$ cat src/rtl/hzd_scoreboard.sv
// Hazard unit: per-register busy scoreboard for long-latency ops, ID stall generation,
// multi-cycle flush on branch mispredict and saturating stall/flush perf counters.
module hzd_scoreboard #(
   parameter int WIDTH        = 32,
   parameter int INDEX        = 5,
   parameter int MAX_PENDING  = 4,
   parameter int FLUSH_CYCLES = 2,
   localparam int NUM_REGS    = 2**INDEX,
   localparam int PW          = $clog2(MAX_PENDING+1)
) (
   input  logic                clk_in,
   input  logic                rst_n_in,
   input  logic                idex_mem_read_in,
   input  logic [INDEX-1:0]    idex_rd_in,
   input  logic [INDEX-1:0]    ifid_rs1_in,
   input  logic [INDEX-1:0]    ifid_rs2_in,
   input  logic [INDEX-1:0]    ifid_rd_in,
   input  logic                ifid_long_in,
   input  logic                issue_valid_in,
   input  logic [INDEX-1:0]    issue_rd_in,
   input  logic                wb_valid_in,
   input  logic [INDEX-1:0]    wb_rd_in,
   input  logic                branch_valid_in,
   input  logic                branch_in,
   input  logic                prediction_in,
   output logic                stall_out,
   output logic                flush_out,
   output logic [NUM_REGS-1:0] busy_out,
   output logic [PW-1:0]       pending_out,
   output logic [WIDTH-1:0]    stall_cnt_out,
   output logic [WIDTH-1:0]    flush_cnt_out
);

   localparam int FW = $clog2(FLUSH_CYCLES+1);
   localparam logic [FW-1:0]    FLUSH_LOAD = FW'(FLUSH_CYCLES);
   localparam logic [PW-1:0]    PEND_MAX   = PW'(MAX_PENDING);
   localparam logic [WIDTH-1:0] CNT_MAX    = {WIDTH{1'b1}};

   logic [NUM_REGS-1:0] busy_q;
   logic [NUM_REGS-1:0] busy_d;
   logic [PW-1:0]       pending;
   logic [FW-1:0]       flush_ctr;
   logic                mispredict;
   logic                issue_ok;
   logic                load_use;
   logic                raw;
   logic                waw;
   logic                full;
   logic                stall;

   always_comb begin
      pending = '0;
      for (int i = 0; i < NUM_REGS; i++) begin
         pending = pending + PW'(busy_q[i]);
      end
   end

   assign mispredict = branch_valid_in & (branch_in != prediction_in);
   assign flush_out  = (flush_ctr != '0);

   // A new register may only become busy while there is room; re-issuing a busy one is free.
   assign issue_ok = issue_valid_in & (issue_rd_in != '0) & ~flush_out &
                     (busy_q[issue_rd_in] | (pending != PEND_MAX));

   always_comb begin
      busy_d = busy_q;
      if (wb_valid_in) busy_d[wb_rd_in] = 1'b0;
      if (issue_ok)    busy_d[issue_rd_in] = 1'b1;
      busy_d[0] = 1'b0;
   end

   assign load_use = idex_mem_read_in & (idex_rd_in != '0) &
                     ((idex_rd_in == ifid_rs1_in) | (idex_rd_in == ifid_rs2_in));
   assign raw      = busy_q[ifid_rs1_in] | busy_q[ifid_rs2_in];
   assign waw      = busy_q[ifid_rd_in];
   assign full     = ifid_long_in & (pending == PEND_MAX);

   // Flush squashes the stalled instruction anyway, so it overrides the stall.
   assign stall = (load_use | raw | waw | full) & ~flush_out & rst_n_in;

   always_ff @(posedge clk_in or negedge rst_n_in) begin
      if (!rst_n_in) begin
         busy_q        <= '0;
         flush_ctr     <= '0;
         stall_cnt_out <= '0;
         flush_cnt_out <= '0;
      end else begin
         busy_q <= busy_d;
         if (mispredict) flush_ctr <= FLUSH_LOAD;
         else if (flush_ctr != '0) flush_ctr <= flush_ctr - 1'b1;
         if (stall && stall_cnt_out != CNT_MAX) stall_cnt_out <= stall_cnt_out + 1'b1;
         if (mispredict && flush_cnt_out != CNT_MAX) flush_cnt_out <= flush_cnt_out + 1'b1;
      end
   end

   assign stall_out   = stall;
   assign busy_out    = busy_q;
   assign pending_out = pending;

endmodule

$ cat config.mk
export PLATFORM = sky130hd
export DESIGN_NAME = hzd_scoreboard
export DESIGN_NICKNAME = d
export VERILOG_FILES = /design/src/rtl/hzd_scoreboard.sv
export SDC_FILE = /design/constraint.sdc
export NUM_CORES = 1
export LEC_CHECK = 0
export CAP_MARGIN = 20
export CORE_UTILIZATION = 52
export CTS_CLUSTER_DIAMETER = 50
export CTS_CLUSTER_SIZE = 12
export DETAILED_ROUTE_END_ITERATION = 12
export HOLD_SLACK_MARGIN = 0.1
export PLACE_DENSITY = 0.89
export RECOVER_POWER = 50
export SLEW_MARGIN = 20
export SYNTH_ARGS = -nofsm -noshare
export SYNTH_HDL_FRONTEND = slang
export SYNTH_SLANG_ARGS = --single-unit
$ cat constraint.sdc
create_clock -name clk_in -period 9.6 [get_ports clk_in]
set_input_delay 1.92 -clock clk_in [delete_from_list [all_inputs] [get_ports clk_in]]
set_output_delay 1.92 -clock clk_in [all_outputs]
set_load 0.01 [all_outputs]
==> results of run 1 <==
## logic make-up after synthesis
kind of cell,Yosys count,share of synthesized area [%]
and+or+nand+nor,218,19.3
DFF,97,37.2
AOI/OAI and AO/OA,94,9.83
xor gates and xnor gates,80,10.7
buffers and inverters,71,4.67
muxes,47,10.9
adders and majority gates,26,7.39
other,1,0.0574
## metrics by stage
step | util [%] | hold WS (ns) | area, um^2
2_1_floorplan | - | 0.501 | 6530
3_5_place_dp | 66.1 | 0.482 | 8000
6_report | 68.3 | 0.490 | 8270
3_3_place_gp | 66.0 | 0.481 | 7990
5_1_grt | 68.3 | 0.510 | 8270
4_1_cts | 68.4 | 0.493 | 8280
## power groups by stage
stage               sequential (W)  combinational (W)  clock [W]
global placement          0.000545            0.00118          0
detailed placement        0.000553            0.00125          0
floorplan                 0.000544           0.000731          0
global route              0.000557            0.00134   0.000368
finish                    0.000550            0.00124   0.000344
CTS                       0.000546            0.00125   0.000349
## sequential cells by signal, indices dropped and copies added, names as in the netlist
register       flops
busy_out          31
flush_cnt_out     32
flush_ctr          2
stall_cnt_out     32
## routing by layer
metal | vias to the layer above | track usage [%] | part of all wire [%]
met5 | - | 0 | 0
met4 | 0 | 9.70 | 2.4
met3 | 34 | 6.56 | 8.5
met2 | 314 | 47.4 | 46
met1 | 2781 | 42.1 | 43
li1 | 2529 | - | -
## cell type report
class                   instances  area (um^2)  area share, %
multi-input cells             466         3800           46.0
well taps                     168          210           2.54
inverters                      42          158           1.91
repair buffers                140         1390           16.8
clock inverters                 4         36.3          0.439
flip-flops and latches         97         2430           29.4
clock buffers                  12          246           2.98
## layout by cell type (no fill, tap or decap), types with 9 or more instances in the layout
master / netlist / final
nand2_1: 37 / 37
nor2_1: 39 / 39
nor2b_1: 11 / 11
nand4_1: 21 / 21
and3_1: 10 / 10
clkdlybuf4s50_1: 0 / 91
inv_1: 42 / 42
fa_1: 21 / 21
nand3_1: 26 / 26
clkbuf_16: 0 / 9
o21ai_0: 33 / 32
o31ai_1: 24 / 24
dfrtp_1: 97 / 97
nand3b_1: 9 / 9
mux4_2: 17 / 17
xor2_1: 48 / 48
xnor2_1: 32 / 32
mux2i_1: 21 / 21
nor3_1: 17 / 17
dlygate4sd3_1: 0 / 46
## worst max-delay path by stage
stage / start / end / cells after the start
2_1_floorplan: busy_out[1] / stall_out / 17
4_1_cts: busy_out[1] / stall_out / 18
5_1_grt: busy_out[1] / stall_out / 18
3_5_place_dp: busy_out[1] / stall_out / 18
6_report: busy_out[1] / stall_out / 18
3_3_place_gp: busy_out[1] / stall_out / 18
==> metrics, run 1 <==
hold path endpoint=stall_cnt_out[31]; critical path capture point type=output pin; setup TNS=0 ns; Final setup viols=0; initial antenna violation count=0; most frequent cell after synthesis=dfrtp_1; Max Root-Sink Buffers=2; initial detailed-routing violation count=451; final hold vios=0; Max VDD drop=0.000404 V; Avg Cell Area, Syn=10.3 um^2; CP dominant cell by count=fa_1; Worst-Margin Slew=3.63 ns; P_int=0.00121 W; PwrDens=258 mW/mm^2; Startpoint Class=register; CTS buffer count=9; Yosys warnings=0; reg2reg end=stall_cnt_out[1]; Antenna diodes=0; Non-Filler Instances=929; Slew Viols, Final=102; register area share after synthesis=37.2%; post_cts resized=0; All-Layer GR Usage=30.2%; Worst path slowest cell=fa_1; R2R depth=18; average routed wire per standard cell=20.4 um; Detailed Route WL=19,000 um; worst-skew pair later-pin latency=0.34 ns; delay-heaviest family, CP=adder cells; cts hold-fix bufs=0; post-synthesis async set-or-reset flop share=100%; Syn Inst Count=634; run status=finished with violations; Via density=6.09; CTS clock-pin slew for the worst setup and hold paths=0.07 ns; synthesis-to-finish area growth=26.6%; Hold Path Stages=1; # IOs=140; HPWL Detailed=14,300 um; synth top area cells=dfrtp_1, fa_1, xor2_1; Synth Cell Area=0.00653 mm^2; final worst setup slack=1.06 ns; Initial Utilization=53.9%; worst hold path startpoint=stall_cnt_out[31]; WP buf/inv=4; full die area=0.0130 mm^2; placer congestion estimate=0.982; synth unique cells=60; failing checks=max-capacitance violations, max-slew violations; Via Count=5,658; CTS tree=yes; Inst Count DP=913; Synth top cells by count=dfrtp_1, xor2_1, inv_1, nor2_1, nand2_1; die height=114 um; Sink Count=97; post-synth top area share=37.2%; worst path cell trace=fa_1, inv_1, fa_1, fa_1, fa_1, fa_1, fa_1, inv_1, fa_1, fa_1, xor2_1, xnor2_1, xnor2_1, and3_1, nor4_4, buf_4, nor2_1, clkdlybuf4s50_1; clock network power share=16.1%; slowest cell delay on critical path=0.56 ns; Layout fillers=932; residual DRC count=0; port bufs=138; remaining global-route overflow=0; critical-path maximum fanout=32; WP data required=7.68 ns; max-cap violation count=2; HP Class=register to register; total power=0.00213 W; largest net degree at the start of global routing=70; 1st-pass router iterations=5; switch share=43.0%; Die Width=114 um; worst reg-to-reg setup slack=3.28 ns; Layout Skew=0.0106 ns; Final Cycle Share=88.9%; Comb power frac=58.0%; CP arrival=6.62 ns; Final min period=8.54 ns; P_leak=3.60 nW; H-tree levels=3; Main synth FF type=dfrtp_1; Final #Nets=821; Post-CTS Setup Repair Bufs=0; layout cells sized above 1=6.96%; critical path class=register to output pin; setup slack at placement=1.42 ns; vias in the first global route=5,691; core area=0.0121 mm^2; sequential share of power=25.8%; R2R Path Start=busy_out[1]; syn nets=699; Fmax achieved=117 MHz; RSZ-0062 raised after global routing=no; Std-Cell Rows=40; Switching Power=0.000916 W; relative slew slack=-142%; flops & latches, synth=97; dominant cell type by area after synthesis=dfrtp_1; Post-synth EDFFs=0; root buffer cell=clkbuf_16; post-route ant nets=0; first-pass GRT wire length=30,300 um
Power figures use the tool's default switching activity.
==> run 2, diff against run 1 <==
--- a/config.mk
+++ b/config.mk
@@ -6,6 +6,7 @@
 export NUM_CORES = 1
 export LEC_CHECK = 0
 export CAP_MARGIN = 20
+export CORE_MARGIN = 5
 export CORE_UTILIZATION = 52
 export CTS_CLUSTER_DIAMETER = 50
 export CTS_CLUSTER_SIZE = 12
==> run 2 against run 1 <==
Net effect: the flow still finishes with violations (max-capacitance violations, max-slew violations); wire length up 4.3%; flip-flop and latch count unchanged; clock skew down 0.0025 ns; critical endpoint unchanged.
==> metrics, run 2 (synthesized netlist as in run 1, its figures left out) <==
run status=finished with violations (unchanged); failing checks=max-capacitance violations, max-slew violations (unchanged); full die area=0.0149 mm^2 (was 0.0130 mm^2); sequential share of power=25.2% (was 25.8%); All-Layer GR Usage=27.3% (was 30.2%); Layout Skew=0.00805 ns (was 0.0106 ns); Hold Path Stages=1 (unchanged); Post-CTS Setup Repair Bufs=0 (unchanged); post_cts resized=0 (unchanged); Initial Utilization=52.4% (was 53.9%); Max Root-Sink Buffers=2 (unchanged); final worst setup slack=0.970 ns (was 1.06 ns); worst path cell trace=fa_1, inv_1, fa_1, fa_1, fa_1, fa_1, fa_1, inv_1, fa_1, fa_1, xor2_1, xnor2_1, xnor2_1, and3_1, nor4_4, buf_4, nor2_1, clkdlybuf4s50_1 (unchanged); root buffer cell=clkbuf_16 (unchanged); Fmax achieved=116 MHz (was 117 MHz); CTS clock-pin slew for the worst setup and hold paths=0.07 ns (about the same); Final Cycle Share=89.9% (was 88.9%); 1st-pass router iterations=5 (unchanged); delay-heaviest family, CP=adder cells (unchanged); slowest cell delay on critical path=0.57 ns (was 0.56 ns); Inst Count DP=917 (was 913); cts hold-fix bufs=0 (unchanged); setup TNS=0 ns (unchanged); worst-skew pair later-pin latency=0.35 ns (was 0.34 ns); average routed wire per standard cell=21.2 um (was 20.4 um); CTS buffer count=9 (unchanged); max-cap violation count=1 (was 2); Non-Filler Instances=934 (was 929); Worst-Margin Slew=4.57 ns (was 3.63 ns); hold path endpoint=flush_cnt_out[22] (was stall_cnt_out[31]); vias in the first global route=5,888 (was 5,691); largest net degree at the start of global routing=86 (was 70); WP buf/inv=4 (unchanged); Max VDD drop=0.000278 V (was 0.000404 V); # IOs=140 (unchanged); total power=0.00218 W (was 0.00213 W); Core Util, Final=66.4% (was 68.3%); Comb power frac=58.9% (was 58.0%); CP arrival=6.71 ns (was 6.62 ns); Final setup viols=0 (unchanged); Switching Power=0.000958 W (was 0.000916 W); Slew Viols, Final=86 (was 102); synthesis-to-finish area growth=26.6% (about the same); core area=0.0125 mm^2 (was 0.0121 mm^2); Final min period=8.63 ns (was 8.54 ns); critical path capture point type=output pin (unchanged); clock network power share=15.9% (was 16.1%); Via Count=5,743 (was 5,658); Startpoint Class=register (unchanged); reg2reg end=stall_cnt_out[1] (unchanged); Detailed Route WL=19,800 um (was 19,000 um); WP data required=7.68 ns (about the same); remaining global-route overflow=0 (unchanged); Die Width=122 um (was 114 um); post-route ant nets=0 (unchanged); port bufs=138 (unchanged); Layout fillers=958 (was 932); CTS tree=yes (unchanged); HP Class=register to register (unchanged); Final #Nets=821 (unchanged); R2R Path Start=busy_out[6] (was busy_out[1]); die height=122 um (was 114 um); Via density=6.15 (was 6.09); worst hold path startpoint=flush_cnt_out[22] (was stall_cnt_out[31]); Std-Cell Rows=41 (was 40); critical-path maximum fanout=32 (unchanged); setup slack at placement=1.36 ns (was 1.42 ns); CP dominant cell by count=fa_1 (unchanged); R2R depth=18 (unchanged); relative slew slack=-205% (was -142%); most common cell after layout, fill and taps aside=dfrtp_1 (unchanged); P_leak=3.59 nW (was 3.60 nW); residual DRC count=0 (unchanged); initial detailed-routing violation count=639 (was 451); HPWL Detailed=14,800 um (was 14,300 um); critical path class=register to output pin (unchanged); RSZ-0062 raised after global routing=no (unchanged); first-pass GRT wire length=31,600 um (was 30,300 um); PwrDens=264 mW/mm^2 (was 258 mW/mm^2); H-tree levels=3 (unchanged); layout cells sized above 1=7.10% (was 6.96%); switch share=43.9% (was 43.0%); crit path from=busy_out[6] (was busy_out[1]); final hold vios=0 (unchanged); commonest cells after routing, fill and taps aside=dfrtp_1, clkdlybuf4s50_1, xor2_1 (unchanged); P_int=0.00122 W (was 0.00121 W); placer congestion estimate=1.05 (was 0.982); initial antenna violation count=0 (unchanged); Sink Count=97 (unchanged); worst reg-to-reg setup slack=3.22 ns (was 3.28 ns); Worst path slowest cell=fa_1 (unchanged)
## run 2: worst max-delay path by stage
stage / endpoint / depth (start not counted)
4_1_cts: stall_out / 18
6_report: stall_out / 18
3_3_place_gp: stall_out / 18
5_1_grt: stall_out / 18
3_5_place_dp: stall_out / 18
2_1_floorplan: stall_out / 17
## run 2: power groups by stage
stage | combinational, W | sequential [W] | clock (W)
2_1_floorplan | 0.000731 | 0.000544 | 0
3_5_place_dp | 0.00128 | 0.000553 | 0
4_1_cts | 0.00128 | 0.000546 | 0.000355
5_1_grt | 0.00139 | 0.000556 | 0.000373
3_3_place_gp | 0.00118 | 0.000546 | 0
6_report | 0.00129 | 0.000549 | 0.000346
## run 2: area by class of cell
| cell class | count | area, um^2 | share of cell area, % |
|---|---|---|---|
| Antenna cell | 1 | 2.50 | 0.0303 |
| Clock buffer | 10 | 229 | 2.77 |
| Clock inverter | 6 | 50.0 | 0.605 |
| Inverter | 42 | 158 | 1.91 |
| Multi-Input combinational cell | 466 | 3800 | 46.0 |
| Sequential cell | 97 | 2430 | 29.3 |
| Tap cell | 172 | 215 | 2.60 |
| Timing Repair Buffer | 140 | 1390 | 16.8 |
## run 2: per-stage QoR
stage	cell area (um^2)	hold WS, ns
after floorplan	6530	0.501
after global placement	8000	0.476
after detailed placement	8010	0.482
after CTS	8280	0.499
after global routing	8270	0.513
final	8270	0.486
## run 2: routing by layer
layer	routed length [um]	track usage [%]	part of all wire, %
met5	0	0	0
met4	864	12.2	4.4
met3	1980	9.70	10
met2	9150	41.3	46
met1	7780	35.5	39
==> run 3, diff against run 2 <==
--- a/config.mk
+++ b/config.mk
@@ -6,13 +6,12 @@
 export NUM_CORES = 1
 export LEC_CHECK = 0
 export CAP_MARGIN = 20
-export CORE_MARGIN = 5
-export CORE_UTILIZATION = 52
+export CORE_UTILIZATION = 35
 export CTS_CLUSTER_DIAMETER = 50
 export CTS_CLUSTER_SIZE = 12
 export DETAILED_ROUTE_END_ITERATION = 12
 export HOLD_SLACK_MARGIN = 0.1
-export PLACE_DENSITY = 0.89
+export PLACE_DENSITY = 0.67
 export RECOVER_POWER = 50
 export SLEW_MARGIN = 20
 export SYNTH_ARGS = -nofsm -noshare
==> run 3 against run 2 <==
Net effect: the flow finishes with violations (design-rule violations, max-capacitance violations, max-slew violations); critical path depth unchanged; worst hold slack worse by 0.00073 ns; largest cell class unchanged; global-route usage down 6.7 points; non-clock buffer count up 1; first-iteration DRC count down 31%; sequential power about the same; register-to-register slack better by 0.12 ns; setup slack better by 0.12 ns; critical endpoint unchanged; clock skew up 0.0068 ns; clock power up 2%; final area up 0.94%.
==> metrics, run 3 (synthesized netlist as in run 1, its figures left out) <==
port bufs=138 (unchanged); die height=139 um (was 122 um); Std-Cell Rows=49 (was 41); commonest cells after routing, fill and taps aside=dfrtp_1, clkdlybuf4s50_1, xor2_1 (unchanged); Antenna diodes=0 (was 1); All-Layer GR Usage=20.6% (was 27.3%); Slew Viols, Final=102 (was 86); P_leak=3.60 nW (was 3.59 nW); setup TNS=0 ns (unchanged); layout cells sized above 1=7.35% (was 7.10%); Final min period=8.51 ns (was 8.63 ns); Die Width=139 um (was 122 um); run status=finished with violations (unchanged); switch share=42.1% (was 43.9%); P_int=0.00121 W (was 0.00122 W); Worst-Margin Slew=2.84 ns (was 4.57 ns); critical path capture point type=output pin (unchanged); Layout Skew=0.0148 ns (was 0.00805 ns); WP data required=7.68 ns (about the same); Post-CTS Setup Repair Bufs=0 (unchanged); vias in the first global route=5,260 (was 5,888); CTS tree=yes (unchanged); post_cts resized=0 (unchanged); average routed wire per standard cell=19.5 um (was 21.2 um); Startpoint Class=register (unchanged); synthesis-to-finish area growth=27.8% (was 26.6%); final hold vios=0 (unchanged); RSZ-0062 raised after global routing=no (unchanged); initial detailed-routing violation count=442 (was 639); failing checks=design-rule violations, max-capacitance violations, max-slew violations (was max-capacitance violations, max-slew violations); Finished Cell Area=0.00835 mm^2 (was 0.00827 mm^2); relative slew slack=-89.4% (was -205%); Final setup viols=0 (unchanged); Max Root-Sink Buffers=2 (unchanged); Sink Count=97 (unchanged); Via Count=5,487 (was 5,743); Initial Utilization=36.0% (was 52.4%); GR peak layer=met2 (unchanged); PwrDens=250 mW/mm^2 (was 264 mW/mm^2); initial antenna violation count=0 (unchanged); DP Area=0.00808 mm^2 (was 0.00801 mm^2); first-pass GRT wire length=30,700 um (was 31,600 um); Comb power frac=56.9% (was 58.9%); CP arrival=6.59 ns (was 6.71 ns); remaining global-route overflow=0 (unchanged); residual DRC count=11 (was 0); setup slack at placement=1.45 ns (was 1.36 ns); HP Class=register to register (unchanged); post-route ant nets=0 (unchanged); H-tree levels=3 (unchanged); Max VDD drop=0.000462 V (was 0.000278 V); Via density=5.54 (was 6.15); most common cell after layout, fill and taps aside=dfrtp_1 (unchanged); HPWL Detailed=14,400 um (was 14,800 um); Final #Nets=822 (was 821); sequential share of power=26.2% (was 25.2%); max-cap violation count=2 (was 1); core area=0.0181 mm^2 (was 0.0125 mm^2); Fmax achieved=117 MHz (was 116 MHz); M2 GR Usage=31.2% (was 41.3%); full die area=0.0192 mm^2 (was 0.0149 mm^2); CTS clock-pin slew for the worst setup and hold paths=0.07 ns (about the same); clock network power share=16.8% (was 15.9%); Final Cycle Share=88.7% (was 89.9%); 1st-pass router iterations=9 (was 5); largest net degree at the start of global routing=53 (was 86); Switching Power=0.000879 W (was 0.000958 W); worst-skew pair later-pin latency=0.35 ns (about the same); cts hold-fix bufs=0 (unchanged); final worst setup slack=1.09 ns (was 0.970 ns); Detailed Route WL=19,400 um (was 19,800 um); critical path class=register to output pin (unchanged); root buffer cell=clkbuf_16 (unchanged); met3 GRT Util=4.87% (was 9.70%); CTS buffer count=9 (unchanged); placer congestion estimate=0.921 (was 1.05); # IOs=140 (unchanged); global routing usage on met1=29.0% (was 35.5%); critical-path maximum fanout=32 (unchanged)
run 3: cell count changes in the layout (fill, tap and decap cells not counted), sizes merged:
| cell | before | now |
|---|---|---|
| dlygate4sd3 | 43 | 45 |
| buf | 1 | 2 |
| clkinv | 3 | 1 |
| diode | 1 | 0 |
| clkinvlp | 0 | 2 |
| clkdlybuf4s50 | 94 | 92 |
run 3: path summary, 6_finish.rpt:
kind,depth (start not counted),slack [ns],start,end
max reg2reg,18,3.34,busy_out[1],stall_cnt_out[1]
min,1,0.49,flush_cnt_out[11],flush_cnt_out[11]
max,18,1.09,busy_out[1],stall_out
min reg2reg,1,0.49,flush_cnt_out[11],flush_cnt_out[11]
max in group asynchronous,2,3.55,rst_n_in,busy_out[31]
min in group asynchronous,1,2.36,rst_n_in,stall_cnt_out[0]
run 3: cell type report:
cell class	count	area (um^2)
sequential	97	2430
tap	229	287
multi-input combinational	466	3800
inverter	42	158
clock inverter	6	48.8
clock buffer	10	239
fill	1699	9800
timing repair buffer	141	1390
run 3: power groups by stage:
stage               Combinational [W]  Sequential [W]  Clock [W]
detailed placement            0.00121        0.000552          0
floorplan                    0.000731        0.000544          0
global placement              0.00119        0.000547          0
global route                  0.00131        0.000557   0.000378
CTS                           0.00122        0.000544   0.000361
finish                        0.00119        0.000548   0.000352
run 3: stage by stage:
stage	power (W)	instances	utilization, %	hold slack (ns)
6_report	0.00209	991	46.0	0.485
5_1_grt	0.00224	991	46.0	0.516
4_1_cts	0.00212	991	46.1	0.493
3_5_place_dp	0.00176	975	44.5	0.476
3_3_place_gp	0.00174	975	44.5	0.474
2_1_floorplan	0.00127	634	-	0.501
run 3: per-layer routing:
layer  vias up  routed length [um]
li1       2528                   -
met1      2699                8590
met2       231                8790
met3        29                1610
met4         0                 385
met5         -                   0
run 3: critical path, stage by stage (launching register included):
cell             delay (ns)
dfrtp_1                0.47
fa_1                   0.56
inv_1                  0.05
fa_1                   0.53
fa_1                   0.44
fa_1                   0.54
fa_1                   0.44
fa_1                   0.49
inv_1                  0.05
fa_1                   0.39
fa_1                   0.39
xor2_1                 0.16
xnor2_1                0.20
xnor2_1                0.13
and3_1                 0.21
nor4_4                 0.20
buf_4                  0.39
nor2_1                 0.09
clkdlybuf4s50_1        0.49
